[src/rtl/mem_access_unit.sv]
// Memory access unit: converts byte/half/word loads and stores into word accesses on DMEM,
// using read-modify-write for sub-word stores. Optional feature macro: MISALIGN_TRAP_EN.
module mem_access_unit #(
    parameter logic [31:0] BASE_ADDR = 32'h0000_0000
) (
    input  logic        clk,
    input  logic        rst,
    // Handshake: a request transfers on a rising edge where req_valid && req_ready.
    // req_ready is high only when idle; resp_valid is a single-cycle completion pulse.
    input  logic        req_valid,
    output logic        req_ready,
    input  logic        req_we,
    input  logic [1:0]  req_size,
    input  logic        req_unsigned,
    input  logic [31:0] req_addr,
    input  logic [31:0] req_wdata,
    output logic        resp_valid,
    output logic [31:0] resp_rdata,
    output logic        resp_err,
    output logic [31:0] dmem_addr,
    output logic        dmem_we,
    output logic [31:0] dmem_wdata,
    input  logic [31:0] dmem_rdata,
    output logic [1:0]  dbg_state_o
);

    localparam logic [1:0] S_IDLE   = 2'd0;
    localparam logic [1:0] S_ACCESS = 2'd1;
    localparam logic [1:0] S_MERGE  = 2'd2;
    localparam logic [1:0] S_RESP   = 2'd3;

    logic [1:0]  state_q, state_d;
    logic        we_q, we_d;
    logic [1:0]  size_q, size_d;
    logic        uns_q, uns_d;
    logic [31:0] addr_q, addr_d;
    logic [31:0] wdata_q, wdata_d;
    logic [31:0] merge_q, merge_d;
    logic [31:0] rdata_q, rdata_d;

    logic        handshake;
    logic [7:0]  lane_b;
    logic [15:0] lane_h;
    logic [31:0] load_ext;
    logic [31:0] merged;
    logic [31:0] off_addr;
    logic        word_store;
    logic        unused_off_bits;

    assign handshake  = req_valid && (state_q == S_IDLE);
    assign word_store = we_q && size_q[1];

    always_comb begin
        lane_b = 8'h00;
        case (addr_q[1:0])
            2'd0:    lane_b = dmem_rdata[7:0];
            2'd1:    lane_b = dmem_rdata[15:8];
            2'd2:    lane_b = dmem_rdata[23:16];
            default: lane_b = dmem_rdata[31:24];
        endcase
    end

    // addr_q[0] never selects a half lane; misaligned halves fold onto the aligned one.
    assign lane_h = addr_q[1] ? dmem_rdata[31:16] : dmem_rdata[15:0];

    always_comb begin
        load_ext = dmem_rdata;
        case (size_q)
            2'b00:   load_ext = {{24{~uns_q & lane_b[7]}}, lane_b};
            2'b01:   load_ext = {{16{~uns_q & lane_h[15]}}, lane_h};
            default: load_ext = dmem_rdata;
        endcase
    end

    always_comb begin
        merged = merge_q;
        if (size_q == 2'b00) begin
            case (addr_q[1:0])
                2'd0:    merged[7:0]   = wdata_q[7:0];
                2'd1:    merged[15:8]  = wdata_q[7:0];
                2'd2:    merged[23:16] = wdata_q[7:0];
                default: merged[31:24] = wdata_q[7:0];
            endcase
        end else if (addr_q[1]) begin
            merged[31:16] = wdata_q[15:0];
        end else begin
            merged[15:0] = wdata_q[15:0];
        end
    end

`ifdef MISALIGN_TRAP_EN
    logic err_q, err_d;
    logic req_misaligned;

    assign req_misaligned = ((req_size == 2'b01) && req_addr[0]) ||
                            (req_size[1] && (req_addr[1:0] != 2'b00));
`endif

    always_comb begin
        state_d = state_q;
        we_d    = we_q;
        size_d  = size_q;
        uns_d   = uns_q;
        addr_d  = addr_q;
        wdata_d = wdata_q;
        merge_d = merge_q;
        rdata_d = rdata_q;
`ifdef MISALIGN_TRAP_EN
        err_d   = err_q;
`endif
        case (state_q)
            S_IDLE: begin
                if (handshake) begin
                    we_d    = req_we;
                    size_d  = req_size;
                    uns_d   = req_unsigned;
                    addr_d  = req_addr;
                    wdata_d = req_wdata;
                    state_d = S_ACCESS;
`ifdef MISALIGN_TRAP_EN
                    err_d   = 1'b0;
                    // Trapped accesses never touch DMEM and respond one cycle early.
                    if (req_misaligned) begin
                        err_d   = 1'b1;
                        rdata_d = 32'h0;
                        state_d = S_RESP;
                    end
`endif
                end
            end
            S_ACCESS: begin
                if (!we_q) begin
                    rdata_d = load_ext;
                    state_d = S_RESP;
                end else if (size_q[1]) begin
                    rdata_d = 32'h0;
                    state_d = S_RESP;
                end else begin
                    merge_d = dmem_rdata;
                    state_d = S_MERGE;
                end
            end
            S_MERGE: begin
                rdata_d = 32'h0;
                state_d = S_RESP;
            end
            default: begin
                state_d = S_IDLE;
            end
        endcase
    end

    always_ff @(posedge clk) begin
        if (rst) begin
            state_q <= S_IDLE;
            we_q    <= 1'b0;
            size_q  <= 2'b00;
            uns_q   <= 1'b0;
            addr_q  <= 32'h0;
            wdata_q <= 32'h0;
            merge_q <= 32'h0;
            rdata_q <= 32'h0;
`ifdef MISALIGN_TRAP_EN
            err_q   <= 1'b0;
`endif
        end else begin
            state_q <= state_d;
            we_q    <= we_d;
            size_q  <= size_d;
            uns_q   <= uns_d;
            addr_q  <= addr_d;
            wdata_q <= wdata_d;
            merge_q <= merge_d;
            rdata_q <= rdata_d;
`ifdef MISALIGN_TRAP_EN
            err_q   <= err_d;
`endif
        end
    end

    assign off_addr        = addr_q - BASE_ADDR;
    assign unused_off_bits = ^off_addr[1:0];

    always_comb begin
        dmem_addr  = 32'h0;
        dmem_we    = 1'b0;
        dmem_wdata = 32'h0;
        if ((state_q == S_ACCESS) || (state_q == S_MERGE)) begin
            dmem_addr = {off_addr[31:2], 2'b00};
        end
        // Writes are suppressed while rst is high so an aborted RMW leaves memory untouched.
        if ((state_q == S_ACCESS) && word_store) begin
            dmem_we    = !rst;
            dmem_wdata = wdata_q;
        end else if (state_q == S_MERGE) begin
            dmem_we    = !rst;
            dmem_wdata = merged;
        end
    end

    assign req_ready   = (state_q == S_IDLE);
    assign resp_valid  = (state_q == S_RESP);
    assign resp_rdata  = rdata_q;
    assign dbg_state_o = state_q;
`ifdef MISALIGN_TRAP_EN
    assign resp_err    = err_q;
`else
    assign resp_err    = 1'b0;
`endif

endmodule
[config.mk]
export PLATFORM = sky130hd
export DESIGN_NAME = mem_access_unit
export DESIGN_NICKNAME = d
export VERILOG_FILES = /design/src/rtl/mem_access_unit.sv
export SDC_FILE = /design/constraint.sdc
export NUM_CORES = 1
export LEC_CHECK = 0
export CAP_MARGIN = 20
export CORE_MARGIN = 3
export CORE_UTILIZATION = 35
export DETAILED_ROUTE_END_ITERATION = 16
export SETUP_SLACK_MARGIN = 0.2
export SLEW_MARGIN = 20
export SYNTH_ARGS = -nofsm -noshare
export SYNTH_HDL_FRONTEND = slang
export SYNTH_SLANG_ARGS = --single-unit
[constraint.sdc]
create_clock -name clk -period 3 [get_ports clk]
set_input_delay 0.45 -clock clk [delete_from_list [all_inputs] [get_ports clk]]
set_output_delay 0.45 -clock clk [all_outputs]
set_load 0.1 [all_outputs]
==> impl_metrics.toml, run 1 <==
[floorplan]
initial_core_util_pct = 36.13
rows = 48
die_w_um = 140.3
dieArea_um2 = 19690
io_pins = 205
core_um2 = 17480
dieHeight_um = 140.3

[critical_path]
criticalPathCategory = "reg2out"
cp-start-kind = "flop"
cpPeakStageDelay_ns = 0.44
crit_fanout = 10
critPathSlowestCell = "nor3b_1"
critical_path_required_ns = 2.55
rrSetupSlack_ns = 0.72
cp_cell_sequence = "or2_1 -> nor3b_1 -> o21ai_0 -> a32o_2 -> buf_12"
worstSetupEndpointType = "output pin"
cp.arrival_ns = 2.26
cp_num_buf_inv = 1
crit_family = "simple AND/OR/NAND/NOR gates"

[global_route]
grt_max_degree = 61
grt_antenna_before_repair = 1
grt.total_usage_pct = 22.29
grt_pass1_vias = 6080
grt_overflow = 0
grt_pass1_wl_um = 34600

[cells_and_area]
diodes = 0
drive_gt1_share_pct = 21.31
post-route-util_pct = 54.02
fillCellCount = 1622
nets = 1089
area_delta_synth_final_pct = 49.52
final_cell_mix = "nand2_1, dfxtp_1, a21oi_1"
layout_commonest_cell = "nand2_1"

[power]
comb_power_share_pct = 50.5
p_switching_mw = 4.412
switching_share_pct = 50.12
p_int_mw = 4.391
p_clk_share_pct = 22.2
sequentialPowerShare_pct = 27.3
p_per_area_nw_per_um2 = 932.4
ir_drop_mv = 0.9284
p_leak_nw = 3.630

[clocking]
clkTransAtPathRegs_ns = 0.06
cts.sinks = 134
cts_tree = "done"
insertion_delay_ns = 0.43
cts_root_buffer = "clkbuf_16"
cts.hold.buffers_added = 0
clockBufferDepth = 2
cts_buffers = 17
h-tree-depth = 4

[routing]
wirelength_um = 22360
post-route-drc-count = 0
ant_nets = 0
viasPerCell = 5.163
vias = 6299
first_pass_iters = 5
wl_per_cell_um = 18.33
dr.first_iter.drc_count = 449

[sta]
clock.fmax_ghz = 0.3696
timing.hold.ws_ns = 0.4042
slew_headroom_pct = 30.81
slew_viol_final = 0
finalCritPeriodShare_pct = 90.18
finalSetupViolCount = 0
fin_crit_ns = 2.706
setup_tns_ns = 0
skew_ns = 0.01479
worst_slew_pin_slew_ns = 1.037
hold_violations = 0
rsz0062_at_grt = "yes"

[yosys]
synth_xor_area_share_pct = 0
syn_area_um2 = 6314
yosys-top-cells-area = "dfxtp_1, nand2_1, a21oi_1"
synthMuxAreaShare_pct = 2.913
synth_edf_count = 0
synth_top_family_by_area = "compound AO/OA/AOI/OAI gates"
synth.top_cell.area_share_pct = 42.49
synthSimpleGateAreaFrac_pct = 23.74
synth_flop_cell = "dfxtp_1"
synth_compound_area_share_pct = 24.26
yosysTopAreaCell = "dfxtp_1"
syn_area_per_cell_um2 = 7.785
synth-adder-area-share_pct = 0.7927
ys_types = 48
synth_cells = 811
synth_seq_area_share_pct = 42.49
ys_async_sr_fraction_pct = 0
yosysWarnings = 0
synth.ff_latch_count = 134

[flow_run]
cap_violations = 0

[placed_design]
portBuffers = 201
dp_hpwl_um = 16200
gp_congestion = 0.8339

[outcome]
outcome = "finished, final reports clean"

[min_path]
worstHoldPathType = "in2reg"
==> registers in the layout, summed over array words and instances, names as in the netlist <==
| name | flops |
|---|---|
| uns_q | 1 |
| merge_q | 32 |
| resp_rdata | 32 |
| addr_q | 32 |
| wdata_q | 32 |
| we_q | 1 |
| dbg_state_o | 2 |
| size_q | 2 |
==> worst paths after layout <==
path                                               endpoint  cells past startpoint                    from
worst max-delay path                         dmem_wdata[25]                      5  size_q[1]$_SDFFE_PP0P_
worst min-delay path                addr_q[18]$_SDFFE_PP0P_                      2                     rst
worst max register to register  resp_rdata[11]$_SDFFE_PP0P_                      5  addr_q[1]$_SDFFE_PP0P_
worst min register to register       addr_q[5]$_SDFFE_PP0P_                      2  addr_q[5]$_SDFFE_PP0P_
==> per-layer routing <==
metal	routed length [µm]	track usage [%]	part of all wire [%]
met1	9748	29.33	44
met2	10680	35.13	48
met3	1529	7.306	6.8
met4	393	6.272	1.8
met5	13	0	0.058
==> what timing repair did <==
action | in CTS | in global routing
setup buffers | 0 | 1
gates cloned | 0 | 0
resized for setup | 3 | 3
setup endpoints to repair | 9 | 11
pin swaps | 0 | 1
endpoints found under the hold margin | 0 | 0
==> through the flow <==
stage	cells	cell area, µm²	setup WS, ns	total power [mW]
after global routing	1220	9440	0.1578	9.222
after CTS	1219	9404	0.2286	8.843
after detailed placement	1187	8847	0.5408	6.872
after global placement	1187	8847	0.5660	6.868
after floorplan	813	6529	0.08975	5.689
final	1220	9440	0.2945	8.803
==> final cells by class <==
type | count | area, µm² | share of cell area (%)
clock buffers | 17 | 425.4 | 4.506
clock inverters | 15 | 121.4 | 1.286
inverters | 11 | 41.29 | 0.4374
multi-input cells | 597 | 3507 | 37.15
flip-flops and latches | 134 | 2689 | 28.48
well taps | 225 | 281.5 | 2.982
repair buffers | 221 | 2375 | 25.16
==> synth_stat cells, types with 8 or more instances <==
| cell type | count |
|---|---|
| dfxtp_1 | 134 |
| buf_2 | 17 |
| a21oi_1 | 118 |
| nand2_1 | 235 |
| clkbuf_1 | 41 |
| nor2_1 | 20 |
| a22o_1 | 10 |
| o21ai_0 | 33 |
| and2_1 | 37 |
| o31ai_1 | 8 |
| nor3b_1 | 16 |
| a221o_1 | 15 |
| o221ai_1 | 8 |
| mux2i_1 | 17 |
| inv_1 | 11 |
| a32o_1 | 14 |
==> power groups by stage <==
stage / Combinational [mW] / Clock [mW] / Sequential, mW
6_report: 4.44 / 1.95 / 2.41
5_1_grt: 4.69 / 2.08 / 2.45
4_1_cts: 4.45 / 1.99 / 2.41
3_5_place_dp: 4.43 / 0 / 2.44
3_3_place_gp: 4.43 / 0 / 2.43
2_1_floorplan: 2.29 / 0 / 3.40
==> kinds of logic (layout without fill, tap and decap cells) <==
group	count (synthesis)	after routing
AND/OR/NAND/NOR	336	336
AO/OA/AOI/OAI	236	236
flip-flops	134	134
buffers and inverters	82	264
multiplexers	18	18
adder cells (fa/ha/maj)	4	4
other	1	3
(Power assumes the default switching activity.)
==> run 2, diff against run 1 <==
--- a/config.mk
+++ b/config.mk
@@ -10,6 +10,7 @@
 export CORE_UTILIZATION = 35
 export DETAILED_ROUTE_END_ITERATION = 16
 export SETUP_SLACK_MARGIN = 0.2
+export SKIP_LAST_GASP = 1
 export SLEW_MARGIN = 20
 export SYNTH_ARGS = -nofsm -noshare
 export SYNTH_HDL_FRONTEND = slang
==> results of run 2 <==
Final layout, timing and power as in run 1 (identical DEF).
==> run 3, diff against run 2 <==
==> constraint.sdc (replaced) <==
create_clock -name clk -period 3 [get_ports clk]
set_input_delay 0.6 -clock clk [delete_from_list [all_inputs] [get_ports clk]]
set_output_delay 0.6 -clock clk [all_outputs]
set_load 0.1 [all_outputs]
==> run 3 against run 2 <==
Net effect:
- design area up 6.1%
- clock power up 5%
- sequential cell count unchanged
- wire length up 0.26%
- clock-buffer cell count unchanged
- critical path depth up 2
- register-to-register slack better by 0.11 ns
==> impl_metrics.toml, run 3 (synthesis results as in run 1) <==
[cells_and_area]
design_area_um2 = 10020
drive_gt1_share_pct = 22.24
post-route-util_pct = 57.32
layout_commonest_cell = "nand2_1"
nets = 1092
area_delta_synth_final_pct = 58.68
final_cell_count_no_fill = 1223
diodes = 0
final_cell_mix = "nand2_1, dfxtp_1, a21oi_1"

[floorplan]
core_um2 = 17480
dieArea_um2 = 19690
dieHeight_um = 140.3
rows = 48
io_pins = 205
initial_core_util_pct = 36.13
die_w_um = 140.3

[clocking]
clockBufferDepth = 2
cts_root_buffer = "clkbuf_16"
h-tree-depth = 4
cts.sinks = 134
cts_buffers = 17
clkTransAtPathRegs_ns = 0.06
cts_tree = "done"
insertion_delay_ns = 0.42
cts.hold.buffers_added = 0

[critical_path]
timing.rr.end = "resp_rdata[19]$_SDFFE_PP0P_"
rrSetupSlack_ns = 0.83
cp_cell_sequence = "inv_2 -> ha_4 -> and3_4 -> buf_12 -> a21o_4 -> a22o_4 -> buf_12"
cp-start-kind = "flop"
crit_fanout = 21
reg2reg_depth = 5
r2r_start = "dbg_state_o[0]$_SDFFE_PP0P_"
worstSetupEndpointType = "output pin"
criticalPathCategory = "reg2out"
cp.arrival_ns = 2.08
critical_path_required_ns = 2.40
cpPeakStageDelay_ns = 0.38
critPathSlowestCell = "dfxtp_4"
crit_top_cell = "buf_12"

[sta]
layout_setup_ws_ns = 0.3170
hold_violations = 0
slew_viol_final = 0
clock.fmax_ghz = 0.3727
finalCritPeriodShare_pct = 89.43
timing.hold.ws_ns = 0.4491
slew_headroom_pct = 28.46
fin_crit_ns = 2.683
rsz0062_at_grt = "yes"
skew_ns = 0.009513
setup_tns_ns = 0
finalSetupViolCount = 0
worst_slew_pin_slew_ns = 1.072

[global_route]
grt_overflow = 0
grt_antenna_before_repair = 0
grt.total_usage_pct = 22.22
grt_pass1_vias = 6179
grt_max_degree = 61
grt_pass1_wl_um = 34670

[routing]
dr.first_iter.drc_count = 408
post-route-drc-count = 0
viasPerCell = 5.186
vias = 6343
wl_per_cell_um = 18.33
ant_nets = 0
first_pass_iters = 5
wirelength_um = 22420

[min_path]
holdCritStartpoint = "addr_q[3]$_SDFFE_PP0P_"
worstHoldPathType = "reg2reg"
hold_depth = 2
min_to = "addr_q[3]$_SDFFE_PP0P_"

[placed_design]
gp_congestion = 0.8036
dp_cells = 1187
placed_cell_area_um2 = 9328
portBuffers = 201
dp_hpwl_um = 16430
dpl_worst_slack_ns = 0.5056

[power]
sequentialPowerShare_pct = 26.4
comb_power_share_pct = 51.4
p_total_mw = 9.190
p_per_area_nw_per_um2 = 917.3
ir_drop_mv = 0.5810
p_switching_mw = 4.546
p_clk_share_pct = 22.2
p_int_mw = 4.644
switching_share_pct = 49.47
p_leak_nw = 3.795

[outcome]
outcome = "finished, final reports clean"

[flow_run]
cap_violations = 0
[run 3: cell types whose count changed in the layout (fill, tap and decap cells not counted), moves of 5 or more]
cell | previous run | this run
buf_12 | 37 | 67
a22o_4 | 3 | 8
a22o_2 | 5 | 0
inv_8 | 0 | 5
buf_4 | 83 | 55
o21ai_4 | 1 | 9
clkinvlp_4 | 5 | 0
o21ai_2 | 8 | 0
[run 3: worst max path at each step]
| stage | start | to | cells after the start |
|---|---|---|---|
| after global routing | size_q[1]$_SDFFE_PP0P_ | dmem_wdata[26] | 5 |
| final | dbg_state_o[1]$_SDFFE_PP0P_ | dmem_wdata[4] | 7 |
| after floorplan | dbg_state_o[0]$_SDFFE_PP0P_ | dmem_wdata[15] | 6 |
| after global placement | dbg_state_o[1]$_SDFFE_PP0P_ | dmem_wdata[4] | 7 |
| after detailed placement | dbg_state_o[1]$_SDFFE_PP0P_ | dmem_wdata[4] | 7 |
| after CTS | size_q[0]$_SDFFE_PP0P_ | dmem_wdata[31] | 5 |
[run 3: critical path: cells and delay by family (launching register included)]
| family | cells | cell delay [ns] |
|---|---|---|
| AND/OR/NAND/NOR | 1 | 0.21 |
| buffers and inverters | 3 | 0.39 |
| adder cells (fa/ha/maj) | 1 | 0.18 |
| AO/OA/AOI/OAI | 2 | 0.49 |
| flip-flops | 1 | 0.38 |
[run 3: area by class of cell]
cell class | count | area, µm²
clock buffers | 17 | 425.4
clock inverters | 15 | 151.4
fillers | 1572 | 7458
inverters | 11 | 41.29
multi-input cells | 597 | 3633
flip-flops and latches | 134 | 2695
well taps | 225 | 281.5
repair buffers | 224 | 2790
[run 3: timing repair]
item,in CTS,in global routing
endpoints found under the setup margin,18,28
pin swaps,1,1
cloned,0,1
setup buffers,2,1
resized for setup,3,7
[run 3: layer usage]
layer / track usage, % / wire length [µm] / vias to the layer above
met2: 36.29 / 10790 / 197
met1: 28.15 / 9614 / 2996
met5: 0 / 0 / -
li1: - / - / 3130
met4: 5.201 / 247 / 0
met3: 8.023 / 1770 / 20
[run 3: power by group through the flow]
stage,logic [mW],registers [mW],clock network [mW]
CTS,4.71,2.42,2.09
global route,4.98,2.47,2.17
detailed placement,4.67,2.46,0
global placement,4.66,2.45,0
finish,4.72,2.43,2.04
floorplan,2.34,3.41,0
